==> src/rtl/cpu_pkg.sv <==
// Shared CPU definitions: fetch FSM states, IF/ID word layout
// and the reset-time defaults used by the fetch front end.
package cpu_pkg;

   localparam logic [31:0] DEF_RESET_PC  = 32'h0000_0000;
   localparam logic [31:0] DEF_NOP_INSTR = 32'h0000_0000;

   typedef enum logic {
      FETCH = 1'b0,
      HOLD  = 1'b1
   } fetch_state_e;

   typedef struct packed {
      logic [31:0] instr;
      logic [31:0] pc4;
   } fetch_word_t;

endpackage

==> src/rtl/fetch_skid_buffer.sv <==
// One-entry skid buffer parking a fetched word while decode
// is stalled; clear wins over load.
module fetch_skid_buffer
   import cpu_pkg::*;
(
   input  logic        clk,
   input  logic        rst,
   input  logic        load_i,
   input  logic        clear_i,
   input  fetch_word_t data_i,
   output fetch_word_t data_o,
   output logic        valid_o
);

   fetch_word_t data_q;
   logic        valid_q;

   always_ff @(posedge clk or posedge rst) begin
      if (rst) begin
         data_q  <= '0;
         valid_q <= 1'b0;
      end else if (clear_i) begin
         data_q  <= '0;
         valid_q <= 1'b0;
      end else if (load_i) begin
         data_q  <= data_i;
         valid_q <= 1'b1;
      end
   end

   assign data_o  = data_q;
   assign valid_o = valid_q;

endmodule

==> src/rtl/fetch_pipeline_ctrl.sv <==
// Fetch stage: PC, instruction-memory request and the IF/ID
// register with load-use stall, flush redirect and skid buffer.
module fetch_pipeline_ctrl
   import cpu_pkg::*;
#(
   parameter logic [31:0] RESET_PC  = DEF_RESET_PC,
   parameter logic [31:0] NOP_INSTR = DEF_NOP_INSTR
) (
   input  logic        clk,
   input  logic        rst,
   input  logic        load_enable,
   input  logic        flush,
   input  logic [31:0] redirect_pc,
   output logic        imem_req,
   output logic [31:0] imem_addr,
   input  logic        imem_ready,
   input  logic [31:0] imem_rdata,
   output logic [31:0] fd_instruction,
   output logic [31:0] fd_pc_plus4,
   output logic        fd_valid
);

   fetch_state_e state_q, state_d;
   logic [31:0]  pc_q, pc_d;
   fetch_word_t  fd_q, fd_d;
   logic         fd_valid_q, fd_valid_d;

   logic         skid_load, skid_clear, skid_valid;
   fetch_word_t  skid_in, skid_out;
   logic [31:0]  pc_plus4;
   logic         unused_redirect_lsb;

   assign pc_plus4            = pc_q + 32'd4;
   assign skid_in             = '{instr: imem_rdata, pc4: pc_plus4};
   assign unused_redirect_lsb = ^redirect_pc[1:0];

   always_comb begin
      state_d    = state_q;
      pc_d       = pc_q;
      fd_d       = fd_q;
      fd_valid_d = fd_valid_q;
      skid_load  = 1'b0;
      skid_clear = 1'b0;
      if (flush) begin
         // Redirect beats stall and memory response alike
         fd_d.instr = NOP_INSTR;
         fd_valid_d = 1'b0;
         pc_d       = {redirect_pc[31:2], 2'b00};
         skid_clear = 1'b1;
         state_d    = FETCH;
      end else begin
         unique case (state_q)
            FETCH: begin
               if (load_enable) begin
                  if (imem_ready) begin
                     fd_d       = skid_in;
                     fd_valid_d = 1'b1;
                     pc_d       = pc_plus4;
                  end else begin
                     fd_d.instr = NOP_INSTR;
                     fd_valid_d = 1'b0;
                  end
               end else if (imem_ready) begin
                  skid_load = 1'b1;
                  state_d   = HOLD;
               end
            end
            HOLD: begin
               if (load_enable) begin
                  fd_d       = skid_out;
                  fd_valid_d = skid_valid;
                  pc_d       = pc_plus4;
                  skid_clear = 1'b1;
                  state_d    = FETCH;
               end
            end
            default: state_d = FETCH;
         endcase
      end
   end

   always_ff @(posedge clk or posedge rst) begin
      if (rst) begin
         state_q    <= FETCH;
         pc_q       <= RESET_PC;
         fd_q       <= '{instr: NOP_INSTR, pc4: 32'h0};
         fd_valid_q <= 1'b0;
      end else begin
         state_q    <= state_d;
         pc_q       <= pc_d;
         fd_q       <= fd_d;
         fd_valid_q <= fd_valid_d;
      end
   end

   fetch_skid_buffer u_skid (
      .clk     (clk),
      .rst     (rst),
      .load_i  (skid_load),
      .clear_i (skid_clear),
      .data_i  (skid_in),
      .data_o  (skid_out),
      .valid_o (skid_valid)
   );

   // Request is masked during reset so it rises right after release
   assign imem_req       = (state_q == FETCH) && !rst;
   assign imem_addr      = pc_q;
   assign fd_instruction = fd_q.instr;
   assign fd_pc_plus4    = fd_q.pc4;
   assign fd_valid       = fd_valid_q;

endmodule

==> config.mk <==
export PLATFORM = sky130hd
export DESIGN_NAME = fetch_pipeline_ctrl
export DESIGN_NICKNAME = d
export VERILOG_FILES = /design/src/rtl/cpu_pkg.sv /design/src/rtl/fetch_skid_buffer.sv /design/src/rtl/fetch_pipeline_ctrl.sv
export SDC_FILE = /design/constraint.sdc
export NUM_CORES = 1
export LEC_CHECK = 0
export BUFFER_PORTS_ARGS = -buffer_cell sky130_fd_sc_hd__buf_2
export CAP_MARGIN = 5
export CORE_ASPECT_RATIO = 2
export CORE_MARGIN = 5
export CORE_UTILIZATION = 30
export DETAILED_ROUTE_END_ITERATION = 12
export PLACE_DENSITY = 0.58
export SLEW_MARGIN = 20
export SYNTH_ARGS = -nofsm -noshare
export SYNTH_HDL_FRONTEND = slang
export SYNTH_SLANG_ARGS = --single-unit
==> constraint.sdc <==
create_clock -name clk -period 13.53 [get_ports clk]
set_input_delay 2.706 -clock clk [delete_from_list [all_inputs] [get_ports clk]]
set_output_delay 2.706 -clock clk [all_outputs]
set_load 0.01 [all_outputs]
After elaboration in Yosys (flattened, before gate mapping)
Cells that the tools add are included.
- flip-flop bits (word level): 163
- input port bits: 69
- output and inout bits: 98
- word-level logic and storage cells: 51
- add/subtract/negate cells: 1
- equal/unequal tests: 6
- multiplexer cells: 28
- bitwise operators: 2
- reductions and logical operators: 6
- operators by type and width (operator ; number):
    64-bit two-way mux ; 4
    32-bit two-way mux ; 6
    64-bit case mux with 2 select lines ; 1
    32-bit case mux with 2 select lines ; 1
    32-bit by 3-bit adder with 32-bit output (second input constant) ; 1
    1-bit two-way mux ; 14
    3-bit != test (second input constant) ; 3
    2-bit != test (second input constant) ; 3
    1-bit case mux with 2 select lines ; 2
    4-bit AND reduction ; 1
    3-bit AND reduction ; 1
    1-bit inverter ; 2
    2-bit AND reduction ; 1
    2-bit nonzero test ; 1
    1-bit logical AND ; 1
    1-bit logical NOT ; 1

Logic depth before layout (Yosys ltp)
- word-level depth: 6
- mapped depth: 8
- depth with buffers taken out: 6

By module
Synthesis repeated with hierarchy kept, for this count alone.
- cell total of the unflattened synthesis: 786
- area, all modules: 7937.6 um2
- modules (own cells, without submodules) (module ; instances ; cells each ; area each (um2) ; seq. area each (um2)):
    fetch_pipeline_ctrl ; 1 ; 576 ; 5297.6 ; 2402.3
    fetch_skid_buffer ; 1 ; 210 ; 2640.0 ; 1626.6

Worst setup path after synthesis
Ideal clock, no wire load.
- path kind: input to output
- from: input port rst
- to: output port imem_req
- arrival: 2863 ps
- data required time: 10824 ps
- path slack: 7961 ps
- stages: 1
- path buffers: 0
- cell sequence: nor2_1
- word-level cells in the longest chain between the ends: 2
- RTL lines (element ; line ; text):
    from (decl) ; fetch_pipeline_ctrl.sv:10 ; input logic rst,
    1-bit logical NOT ; fetch_pipeline_ctrl.sv:107 ; assign imem_req = (state_q == FETCH) && !rst;
    1-bit logical AND ; fetch_pipeline_ctrl.sv:107 ;
    to (decl) ; fetch_pipeline_ctrl.sv:14 ; output logic imem_req,
Every way passes these cells.

Worst setup path in the final report
Same ends and word-level chain as after synthesis.

==> results.py <==
metrics = {
    "run_status": {
        "outcome": "completed",
    },
    "global_route": {
        "grt_start_max_net_pins": 92,
        "antenna_found_initial": 1,
        "first_global_vias": 6287,
        "grt_overflow": 0,
        "grtUsageTotal_pct": 16.4,
        "grt_pass1_wl_um": 35800,
    },
    "logic_synthesis": {
        "synth-edff-count": 0,
        "seq_area_frac_synth_pct": 52.4,
        "async_flop_share_pct": 100,
        "syn_avg_cell_area_um2": 9.52,
        "ys_seq_elements": 157,
        "yosysUniqueCellTypes": 45,
        "ys_warn_count": 0,
        "synth_flop_cell": "dfrtp_1",
        "syn-cell-area_um2": 7490,
        "postSynthCellCount": 787,
    },
    "hold_path": {
        "hold_class": "reg -> reg",
        "hold_end": "fd_pc_plus4[21]",
        "worstHoldPathCells": 2,
        "hp-start": "fd_pc_plus4[21]",
    },
    "clock_network": {
        "clkSlewWorstSetupHoldPaths_ns": 0.06,
        "numCtsBuffers": 17,
        "clkLatencyLatePin_ns": 0.43,
        "root_buffer": "clkbuf_16",
        "h-tree-depth": 4,
        "clock-sinks": 157,
        "cts_resized": 0,
        "post_cts.repair.setup_buffers": 0,
        "cts_tree": "built",
        "cts_hold_buf": 0,
        "ctsLongestPathBuffers": 2,
    },
    "drt": {
        "wl_met1_um": 9010,
        "route.met3.wl_um": 1040,
        "ant_nets": 0,
        "wire_per_inst_um": 18.3,
        "dr.pass1.iters": 4,
        "top_layer_used": "met4",
        "vias": 6238,
        "drt_iter0_markers": 346,
        "met2_length_um": 11900,
        "drc": 0,
        "wl_um": 23000,
        "via_per_inst": 4.97,
    },
    "power": {
        "p_per_area_nw_per_um2": 132,
        "total_leakage_power_nw": 4.18,
        "peakVddDrop_mv": 0.0622,
        "power_mw": 1.20,
    },
    "timing": {
        "worst_pin_slew_ns": 0.928,
        "finalCriticalPeriod_ns": 5.76,
        "skew_ns": 0.00632,
        "final_hold_viol_count": 0,
        "maxSlewHeadroom_pct": 38.1,
        "finalCritPeriodShare_pct": 42.6,
        "finalSetupViolCount": 0,
        "rsz0062_at_grt": "no",
        "final.setup.tns_ns": 0,
        "fmax_mhz": 174,
        "report.final.slew_viol_count": 0,
    },
    "floorplanning": {
        "dieHeight_um": 233,
        "core_um2": 24500,
        "die_x_um": 122,
        "ios": 167,
        "rows": 81,
        "die_area_um2": 28400,
        "start_util_pct": 30.5,
    },
    "worst_setup_path": {
        "start_kind": "primary input",
        "cp_max_fo": 2,
        "crit_type": "in -> out",
        "crit_top_cell": "buf_2",
        "critPathSlowestCell": "buf_2",
        "timing.rr.end": "imem_addr[29]",
        "arrival_ns": 3.05,
        "slowest_delay_ns": 0.13,
        "rr_startpoint": "state_q",
        "reg2reg_setup_slack_ns": 10.62,
        "crit_chain": "buf_2 -> nor2_1 -> buf_2",
        "r2r_cells": 6,
        "crit_required_ns": 10.82,
        "cp-end-kind": "output pin",
    },
    "placement": {
        "gp_congestion": 0.793,
        "port_buffers": 160,
        "hpwlAfterDp_um": 16200,
    },
    "layout": {
        "layout_common_cells": "buf_2 (159), dfrtp_1 (156), nand2_1 (83)",
        "layout_commonest_cell": "buf_2",
        "multi_input_area_um2": 3250,
        "fillers": 2578,
        "seq_area_um2": 3930,
        "layout-drive-gt1-share_pct": 23.8,
        "syn_to_final_growth_pct": 21.4,
        "fin_nets": 981,
    },
    "run": {
        "cap_violations": 0,
    },
}
cells in the mapped netlist, drive strengths merged, types with 3 or more instances:
master,n,share of area [%]
a211oi,32,3.2
a21oi,43,2.9
a22o,45,5.3
a22oi,5,0.50
and3,37,3.1
and4,4,0.47
buf,12,1.1
clkbuf,59,3.0
dfrtp,157,52
inv,8,0.40
mux2i,3,0.40
nand2,83,4.2
nand2b,5,0.42
nand3,13,0.87
nand4,6,0.58
nor2,67,3.4
nor3,21,1.4
nor4,17,1.5
o21a,3,0.30
o21ai,79,5.3
o22ai,6,0.50
o31a,7,0.82
o31ai,3,0.30
or2,10,0.84
or3,5,0.48
xnor2,37,4.3
xor2,7,0.82
sequential cells by signal (all words and copies together), names as in the netlist:
register        cells
fd_instruction     32
fd_pc_plus4        30
fd_valid            1
imem_addr          30
state_q             1
u_skid.data_o      62
u_skid.valid_o      1
power breakdown:
group	internal, mW	switching [mW]
Clock	0.277	0.189
Combinational	0.0723	0.113
Sequential	0.511	0.0357
Total	0.860	0.337
how the worst max path moves through the flow:
stage          start           endpoint  slack, ns  cells after the start
6_report         rst           imem_req       7.77                      3
4_1_cts          rst           imem_req       7.76                      3
5_1_grt          rst           imem_req       7.72                      3
3_3_place_gp     rst           imem_req       7.77                      3
2_1_floorplan    rst  fd_instruction[0]       6.59                      1
3_5_place_dp     rst           imem_req       7.77                      3
layer usage:
layer  up-vias  track usage (%)
li1       3048                -
met1      2956             18.6
met2       192             28.5
met3        42             3.80
met4         0             8.52
met5         -                0
logic make-up after synthesis:
family / synth area share (%)
AO/OA/AOI/OAI: 19.6
XOR/XNOR: 5.14
adder cells (fa/ha/maj): 0.167
buffers and inverters: 4.41
flip-flops: 52.4
multiplexers: 0.551
other: 0.0501
AND/OR/NAND/NOR: 17.6
critical path: cells and delay by family:
kind	cells	cell delay, ns
buf+inv	2	0.26
simple gates	1	0.09
metrics by stage:
step / setup slack [ns] / utilization [%] / hold slack [ns] / cells / cell area (um^2)
6_report: 7.77 / 37.1 / 0.471 / 1254 / 9090
5_1_grt: 7.72 / 37.1 / 0.506 / 1254 / 9090
4_1_cts: 7.76 / 37.1 / 0.476 / 1253 / 9090
3_5_place_dp: 7.77 / 34.8 / 0.462 / 1224 / 8530
3_3_place_gp: 7.77 / 34.8 / 0.454 / 1224 / 8530
2_1_floorplan: 6.59 / - / 0.441 / 790 / 7500
layout make-up:
class,count,area share [%]
Clock inverter,8,1.03
Sequential cell,157,43.2
Timing Repair Buffer,173,9.91
Tap cell,332,4.57
Antenna cell,1,0.0275
Clock buffer,21,5.06
Inverter,8,0.385
Multi-Input combinational cell,554,35.8
Power figures use the tool's default switching activity.
